===== src/rtl/audio_sample_prefetch_cache.sv =====
// Fully-associative read cache for 32-bit words that hold two audio samples each.
// Round-robin fill; a hit answers in one cycle; flush and reset drop every entry.
module audio_sample_prefetch_cache #(
  parameter int ENTRIES = 8,
  parameter int PTR_W   = $clog2(ENTRIES)
) (
  input  logic        clk,
  input  logic        rst,
  input  logic        flush,
  input  logic [31:0] s_axil_araddr,
  input  logic        s_axil_arvalid,
  output logic        s_axil_arready,
  output logic [31:0] s_axil_rdata,
  output logic        s_axil_rvalid,
  input  logic        s_axil_rready,
  output logic [31:0] m_axil_araddr,
  output logic        m_axil_arvalid,
  input  logic        m_axil_arready,
  input  logic [31:0] m_axil_rdata,
  input  logic        m_axil_rvalid,
  output logic        m_axil_rready,
  output logic [15:0] hit_count,
  output logic [15:0] miss_count
);

  typedef enum logic [1:0] {IDLE, FETCH_ADDR, FETCH_DATA, RESPOND} state_e;

  state_e             state_q, state_d;
  logic [ENTRIES-1:0] vld_q, vld_d;
  logic [29:0]        tag_q  [ENTRIES];
  logic [31:0]        data_q [ENTRIES];
  logic [PTR_W-1:0]   ptr_q, ptr_d;
  logic [29:0]        addr_q, addr_d;
  logic [31:0]        rdata_q, rdata_d;
  logic               flush_pend_q, flush_pend_d;
  logic [15:0]        hit_q, hit_d, miss_q, miss_d;
  logic               lookup_hit;
  logic [31:0]        hit_data;
  logic               fill_en;
  logic [1:0]         unused_lsb;

  assign unused_lsb = s_axil_araddr[1:0];

  assign s_axil_arready = (state_q == IDLE) && !rst;
  assign s_axil_rvalid  = (state_q == RESPOND);
  assign s_axil_rdata   = rdata_q;
  assign m_axil_arvalid = (state_q == FETCH_ADDR);
  assign m_axil_araddr  = {addr_q, 2'b00};
  assign m_axil_rready  = (state_q == FETCH_DATA);
  assign hit_count      = hit_q;
  assign miss_count     = miss_q;

  always_comb begin
    lookup_hit = 1'b0;
    hit_data   = '0;
    for (int i = 0; i < ENTRIES; i++) begin
      if (vld_q[i] && (tag_q[i] == s_axil_araddr[31:2])) begin
        lookup_hit = 1'b1;
        hit_data   = data_q[i];
      end
    end
  end

  always_comb begin
    state_d      = state_q;
    vld_d        = vld_q;
    ptr_d        = ptr_q;
    addr_d       = addr_q;
    rdata_d      = rdata_q;
    flush_pend_d = flush_pend_q;
    hit_d        = hit_q;
    miss_d       = miss_q;
    fill_en      = 1'b0;
    case (state_q)
      IDLE: begin
        if (s_axil_arvalid) begin
          flush_pend_d = 1'b0;
          // A coincident flush invalidates before the lookup can use the entry.
          if (lookup_hit && !flush) begin
            rdata_d = hit_data;
            state_d = RESPOND;
            hit_d   = (hit_q == 16'hFFFF) ? hit_q : hit_q + 16'd1;
          end else begin
            addr_d  = s_axil_araddr[31:2];
            state_d = FETCH_ADDR;
            miss_d  = (miss_q == 16'hFFFF) ? miss_q : miss_q + 16'd1;
          end
        end
      end
      FETCH_ADDR: begin
        if (flush) flush_pend_d = 1'b1;
        if (m_axil_arready) state_d = FETCH_DATA;
      end
      FETCH_DATA: begin
        if (flush) flush_pend_d = 1'b1;
        if (m_axil_rvalid) begin
          fill_en      = 1'b1;
          // Data fetched across a flush may be stale: deliver it but do not keep it.
          vld_d[ptr_q] = !(flush_pend_q || flush);
          ptr_d        = ptr_q + PTR_W'(1);
          rdata_d      = m_axil_rdata;
          state_d      = RESPOND;
        end
      end
      RESPOND: begin
        if (s_axil_rready) state_d = IDLE;
      end
      default: state_d = IDLE;
    endcase
    if (flush) vld_d = '0;
  end

  always_ff @(posedge clk) begin
    if (fill_en) begin
      tag_q[ptr_q]  <= addr_q;
      data_q[ptr_q] <= m_axil_rdata;
    end
  end

  always_ff @(posedge clk) begin
    if (rst) begin
      state_q      <= IDLE;
      vld_q        <= '0;
      ptr_q        <= '0;
      addr_q       <= '0;
      rdata_q      <= '0;
      flush_pend_q <= 1'b0;
      hit_q        <= '0;
      miss_q       <= '0;
    end else begin
      state_q      <= state_d;
      vld_q        <= vld_d;
      ptr_q        <= ptr_d;
      addr_q       <= addr_d;
      rdata_q      <= rdata_d;
      flush_pend_q <= flush_pend_d;
      hit_q        <= hit_d;
      miss_q       <= miss_d;
    end
  end

endmodule


===== config.mk =====
export PLATFORM = sky130hd
export DESIGN_NAME = audio_sample_prefetch_cache
export DESIGN_NICKNAME = d
export VERILOG_FILES = /design/src/rtl/audio_sample_prefetch_cache.sv
export SDC_FILE = /design/constraint.sdc
export NUM_CORES = 1
export LEC_CHECK = 0
export BUFFER_PORTS_ARGS = -buffer_cell sky130_fd_sc_hd__buf_2
export CORE_MARGIN = 2
export CORE_UTILIZATION = 40
export DETAILED_ROUTE_END_ITERATION = 10
export MAX_ROUTING_LAYER = met4
export PLACE_DENSITY = 0.57
export SLEW_MARGIN = 20
export SYNTH_ARGS = -nofsm -noshare
export SYNTH_HDL_FRONTEND = slang
export SYNTH_SLANG_ARGS = --single-unit

===== constraint.sdc =====
create_clock -name clk -period 6.37 [get_ports clk]
set_clock_uncertainty 0.05 [all_clocks]
set_input_delay 1.274 -clock clk [delete_from_list [all_inputs] [get_ports clk]]
set_output_delay 1.274 -clock clk [all_outputs]
set_load 0.02 [all_outputs]

# Yosys cells after proc, flatten, opt, wreduce, memory -nomap -nowiden
# Memories as Yosys holds them, arrays and structs flattened.
# Cells that the tools add are included.
# totals
inputBits	71
ram_bits	496
n_memories	2
wordCells	100
regBits	108
# memory_table
memory	words	width	read_ports	rd_ports_with_merged_regs	wr	line	text
data_q	8	32	8	0	1	31	logic [31:0] data_q [ENTRIES];
tag_q	8	30	8	0	1	30	logic [29:0] tag_q [ENTRIES];
# classes
eq_ne	19
order_cmp	2
bitwise	3
reduce_logical	27
n_addsub	3
mux	36
# op_table
cell	count
$mux 32	11
$eq 30x30->1	8
$pmux 32 s2	1
$add 16x1->16 const B	2
$eq 16x16->1 const B	2
$reduce_and 4->1	4
$mux 1	15
$logic_and 1x1->1	11
$mux 2	5
$bwmux 8	1
$ne 2x1->1 const B	4
$pmux 2 s4	1
$reduce_and 3->1	2
$eq 2x2->1 const B	2
$lt 3x4->1 const B	1
$ne 2x2->1 const B	2
$reduce_bool 2->1	2
$reduce_or 2->1	2
$add 3x1->3 const B	1
$demux 1 s3	1
$ge 3x1->1 const B	1
$logic_not 1->1	3
$not 1->1	3
$eq 2x1->1 const B	1
other kinds (4)	4

# Longest topological paths before layout
# An unclocked memory read counts as a cell.
# depth
word_depth	15
mapped_depth	13

# Worst setup path after synthesis
# No wires, ideal clock.
# synth_path
path_type	input to register
from	in m_axil_rvalid
to	mem data_q[0][0] (enable)
n_path_buf	0
arrival_ns	5.981
path_stages	3
slack_ns	-0.223
t_required_ns	5.758
setup_time_ns	0.562
cell_sequence	nand2_1 -> or2_2 -> nor3_1
# synth_between
elab_chain_cells	4
# synth_lines
item	line	text
start, declared	20	input logic m_axil_rvalid,
$mux 1	96	if (m_axil_rvalid) begin
$mux 1	74	case (state_q)
$mux 1	114	if (fill_en) begin
$mux 1 (implied by the code)	116	data_q[ptr_q] <= m_axil_rdata;
end, declared	31	
# Every way passes these cells.

# Worst setup path after layout
# layout_path
from	in s_axil_araddr[22]
to	reg rdata_q[22] (netlist: s_axil_rdata[22])
# layout_between
elab_chain_cells	13
elab_cells_between_ends	38
cone_classes	9 x eq/ne; 19 x mux; 10 x reduce/logical
# layout_lines
item	line	text
start, declared	10	input logic [31:0] s_axil_araddr,
$eq 30x30->1	57	if (vld_q[i] && (tag_q[i] == s_axil_araddr[31:2])) begin
$logic_and 1x1->1	57	
$mux 32 / $mux 1 (equally long branches) (8 in series)	57	
$mux 32 / $logic_and 1x1->1 (equally long branches)	79	if (lookup_hit && !flush) begin
$mux 32 / $ne 2x1->1 (equally long branches)	-	
$pmux 32 s2 / $reduce_and 4->1 (equally long branches)	-	
end signal, assigned	135	rdata_q <= rdata_d;
end, declared	34	logic [31:0] rdata_q, rdata_d;
# Several ways; a longest one is shown, not always the timed one. The select of a mux whose other input is x is not followed.
# A chain may end at the register's enable or synchronous reset.

==> flow_summary.toml <==
[yosys]
synth_area_per_cell_um2 = 13.0
synth_seq_area_share_pct = 65.2
yosys-top-cells-area = "edfxtp_1 (57%), dfxtp_1 (8.3%), xnor2_1 (7.7%)"
yosys_most_used_dff = "edfxtp_1"
yosysTopAreaCellShare_pct = 56.9
async_flop_share_pct = 0
netlist_instances = 2015
yosys.area.top_type = "edfxtp_1"
synth-edff-count = 496
synthesis.area_mm2 = 0.0262
ys_warn_count = 0
ys_types = 61
ys_seq_elements = 604

[die]
die_y_um = 260
fp.dieW_um = 260
rows = 93
dieArea_mm2 = 0.0675
io_pins = 171
fp.coreArea_mm2 = 0.0646
start_util_pct = 40.5

[cts]
numClockSinks = 604
post_cts_resized = 0
postCtsSetupBuffers = 0
cts_tree = "built"
cts_hold_buf = 0
cts.clk_slew.worst_paths_ps = 60
clk_latency_ps = 610
root_buffer = "clkbuf_16"
cts_made_buffers = 69
ctsLongestPathBuffers = 3
cts-htree-levels = 3

[detailed_routing]
num_vias = 17900
dr.pass1.iters = 6
avgViaCountPerCell = 5.86
drt_iter0_markers = 1724
drc = 0
drt-total-wl_um = 82100
wl_per_cell_um = 26.8
antenna_left = 0

[critical_path]
reg2reg_setup_slack_ps = 2380
cp.arrival_ps = 4940
reg2reg_to = "s_axil_rdata[22]$_SDFFE_PP0P_"
cp.required_ps = 6790
cp-end-kind = "register"
cp-start-kind = "input pin"
r2r-start = "tag_q[2][20]$_DFFE_PP_"
worstSetupPathType = "in -> reg"
crit_path_max_fanout = 32
ff2ff_path_depth = 10

[global_routing]
grt_pass1_wl_um = 119000
grt_start_max_net_pins = 98
grt_pass1_vias = 17500
grt_usage_pct = 25.0
antenna_found_initial = 2
overflow = 0

[placed_design]
dp_hpwl_um = 49000
port_buffers = 166
dp_cells = 2928
place.gp.congestion = 0.873

[timing]
drv_slew = 0
post-route-period-util_pct = 71.0
slew_headroom_pct = 13.5
final_hold_viol_count = 0
finalSetupViolCount = 0
worstMarginPinSlew_ps = 1280
rsz0062_at_grt = "false"
fmax_mhz = 221
period_needed_ps = 4520
setup_tns_ps = 0

[worst_hold_path]
hold_start = "ptr_q[0]$_SDFFE_PP0P_"
hp-class = "reg -> reg"
hold_depth = 2
holdPathEnd = "ptr_q[0]$_SDFFE_PP0P_"

[layout]
final_nets = 2223
area_growth_pct = 15.3
fillers = 5773
multiInputGateArea_mm2 = 0.00836
drive_gt1_share_pct = 17.7
register_area_mm2 = 0.0171
finalNonFillerCells = 3060

[status]
status = "finished clean"

[power]
irDropWorstVdd_mv = 0.177
p_per_area_mw_per_mm2 = 323
p_leak_uw = 0.0104
power.total_uw = 9750

[run]
maxCapViolCount = 0
synthesized netlist by cell type, drive strengths merged, types with 41 or more instances:
cell type and instances:
dfxtp 108, nor3 67, inv 41, clkbuf 98, nand4 110, a31oi 61, xnor2 231, and3 48
nor2 75, buf 51, a21oi 167, edfxtp 496, nand3 60, nand2 66
layer usage:
metal,vias up,GRT usage [%],routed length [um]
met5,-,-,0
met4,0,7.18,1960
li1,7925,-,-
met3,120,4.21,6320
met1,9130,35.2,36800
met2,755,37.1,37100
placed cells by master, fill, tap and decap left out, types with 9 or more instances in the layout:
master     instances
nand2_1           66
nor4_1            27
buf_4             37
mux2_2            20
clkinv_1          13
nor3_1            65
clkbuf_8          10
nand4_1          110
clkbuf_1           9
a211o_1           31
nand3_1           59
a21oi_2           30
xor2_1            10
edfxtp_1         496
xnor2_1          231
a31oi_1           61
o31ai_1           35
clkbuf_16         70
o21ai_0           33
nor3b_1           31
and3_1            48
buf_2            165
dfxtp_1          108
inv_1             41
a2111o_1          30
or4_1             12
a21oi_1          137
nor2_1            68
clkinv_2          11
nor2b_1           20
critical path, stage by stage:
cell      delay, ps
buf_2           200
xnor2_1         480
nand4_1         200
nor4_2          310
buf_4           460
and2_1          870
buf_12          270
nor3b_1          80
a2111o_1        380
a31oi_1         280
a21oi_2         100
stage by stage:
stage / util [%] / hold WS [ps] / setup WS, ps / cell area [um2]
final: 46.8 / 438 / 1850 / 30200
after global routing: 46.7 / 477 / 1740 / 30200
after CTS: 46.7 / 444 / 1960 / 30200
after detailed placement: 43.1 / 435 / 1310 / 27800
after global placement: 43.1 / 424 / 1300 / 27800
after floorplan: - / 412 / 47.2 / 26200
cell type report:
cell class              count  share of cell area, %
diodes                      5                 0.0414
repair buffers            206                   3.92
well taps                 855                   3.54
multi-input cells        1221                   27.7
inverters                  42                  0.522
clock inverters            38                   1.42
flip-flops and latches    604                   56.5
clock buffers              89                   6.37
registers in the layout, indices dropped and copies added (netlist names):
signal / flops
flush_pend_q: 1
hit_count: 16
data_q: 256
tag_q: 240
miss_count: 16
ptr_q: 3
s_axil_rdata: 32
addr_q: 30
vld_q: 8
state_q: 2
worst max-delay path by stage:
stage,slack [ps],from,to
CTS,1960,s_axil_araddr[6],s_axil_rdata[29]$_SDFFE_PP0P_
detailed placement,1310,s_axil_araddr[10],s_axil_rdata[29]$_SDFFE_PP0P_
floorplan,50,m_axil_rvalid,data_q[1][0]$_DFFE_PP_
global placement,1300,s_axil_araddr[22],s_axil_rdata[22]$_SDFFE_PP0P_
global route,1740,s_axil_araddr[22],s_axil_rdata[22]$_SDFFE_PP0P_
finish,1850,s_axil_araddr[22],s_axil_rdata[22]$_SDFFE_PP0P_
power breakdown:
part	internal (uW)	leakage [uW]	switching (uW)	total (uW)
clock	2440	0.00116	1660	4100
sequential	4470	0.00539	214	4680
combinational	291	0.00384	674	965
kinds of logic (layout without fill, tap and decap cells):
family                     count (synthesis)  in the layout  share of synthesized area [%]
and+or+nand+nor                          558            558                           11.8
other                                      1              7                         0.0143
buffers and inverters                    191            375                           3.36
DFF                                      604            604                           65.2
AOI/OAI and AO/OA                        384            384                           10.1
adders and majority gates                  8              8                          0.382
muxes                                     28             28                           1.17
xor gates and xnor gates                 241            241                           8.06
Note: power is estimated with default switching activity, not from simulation.
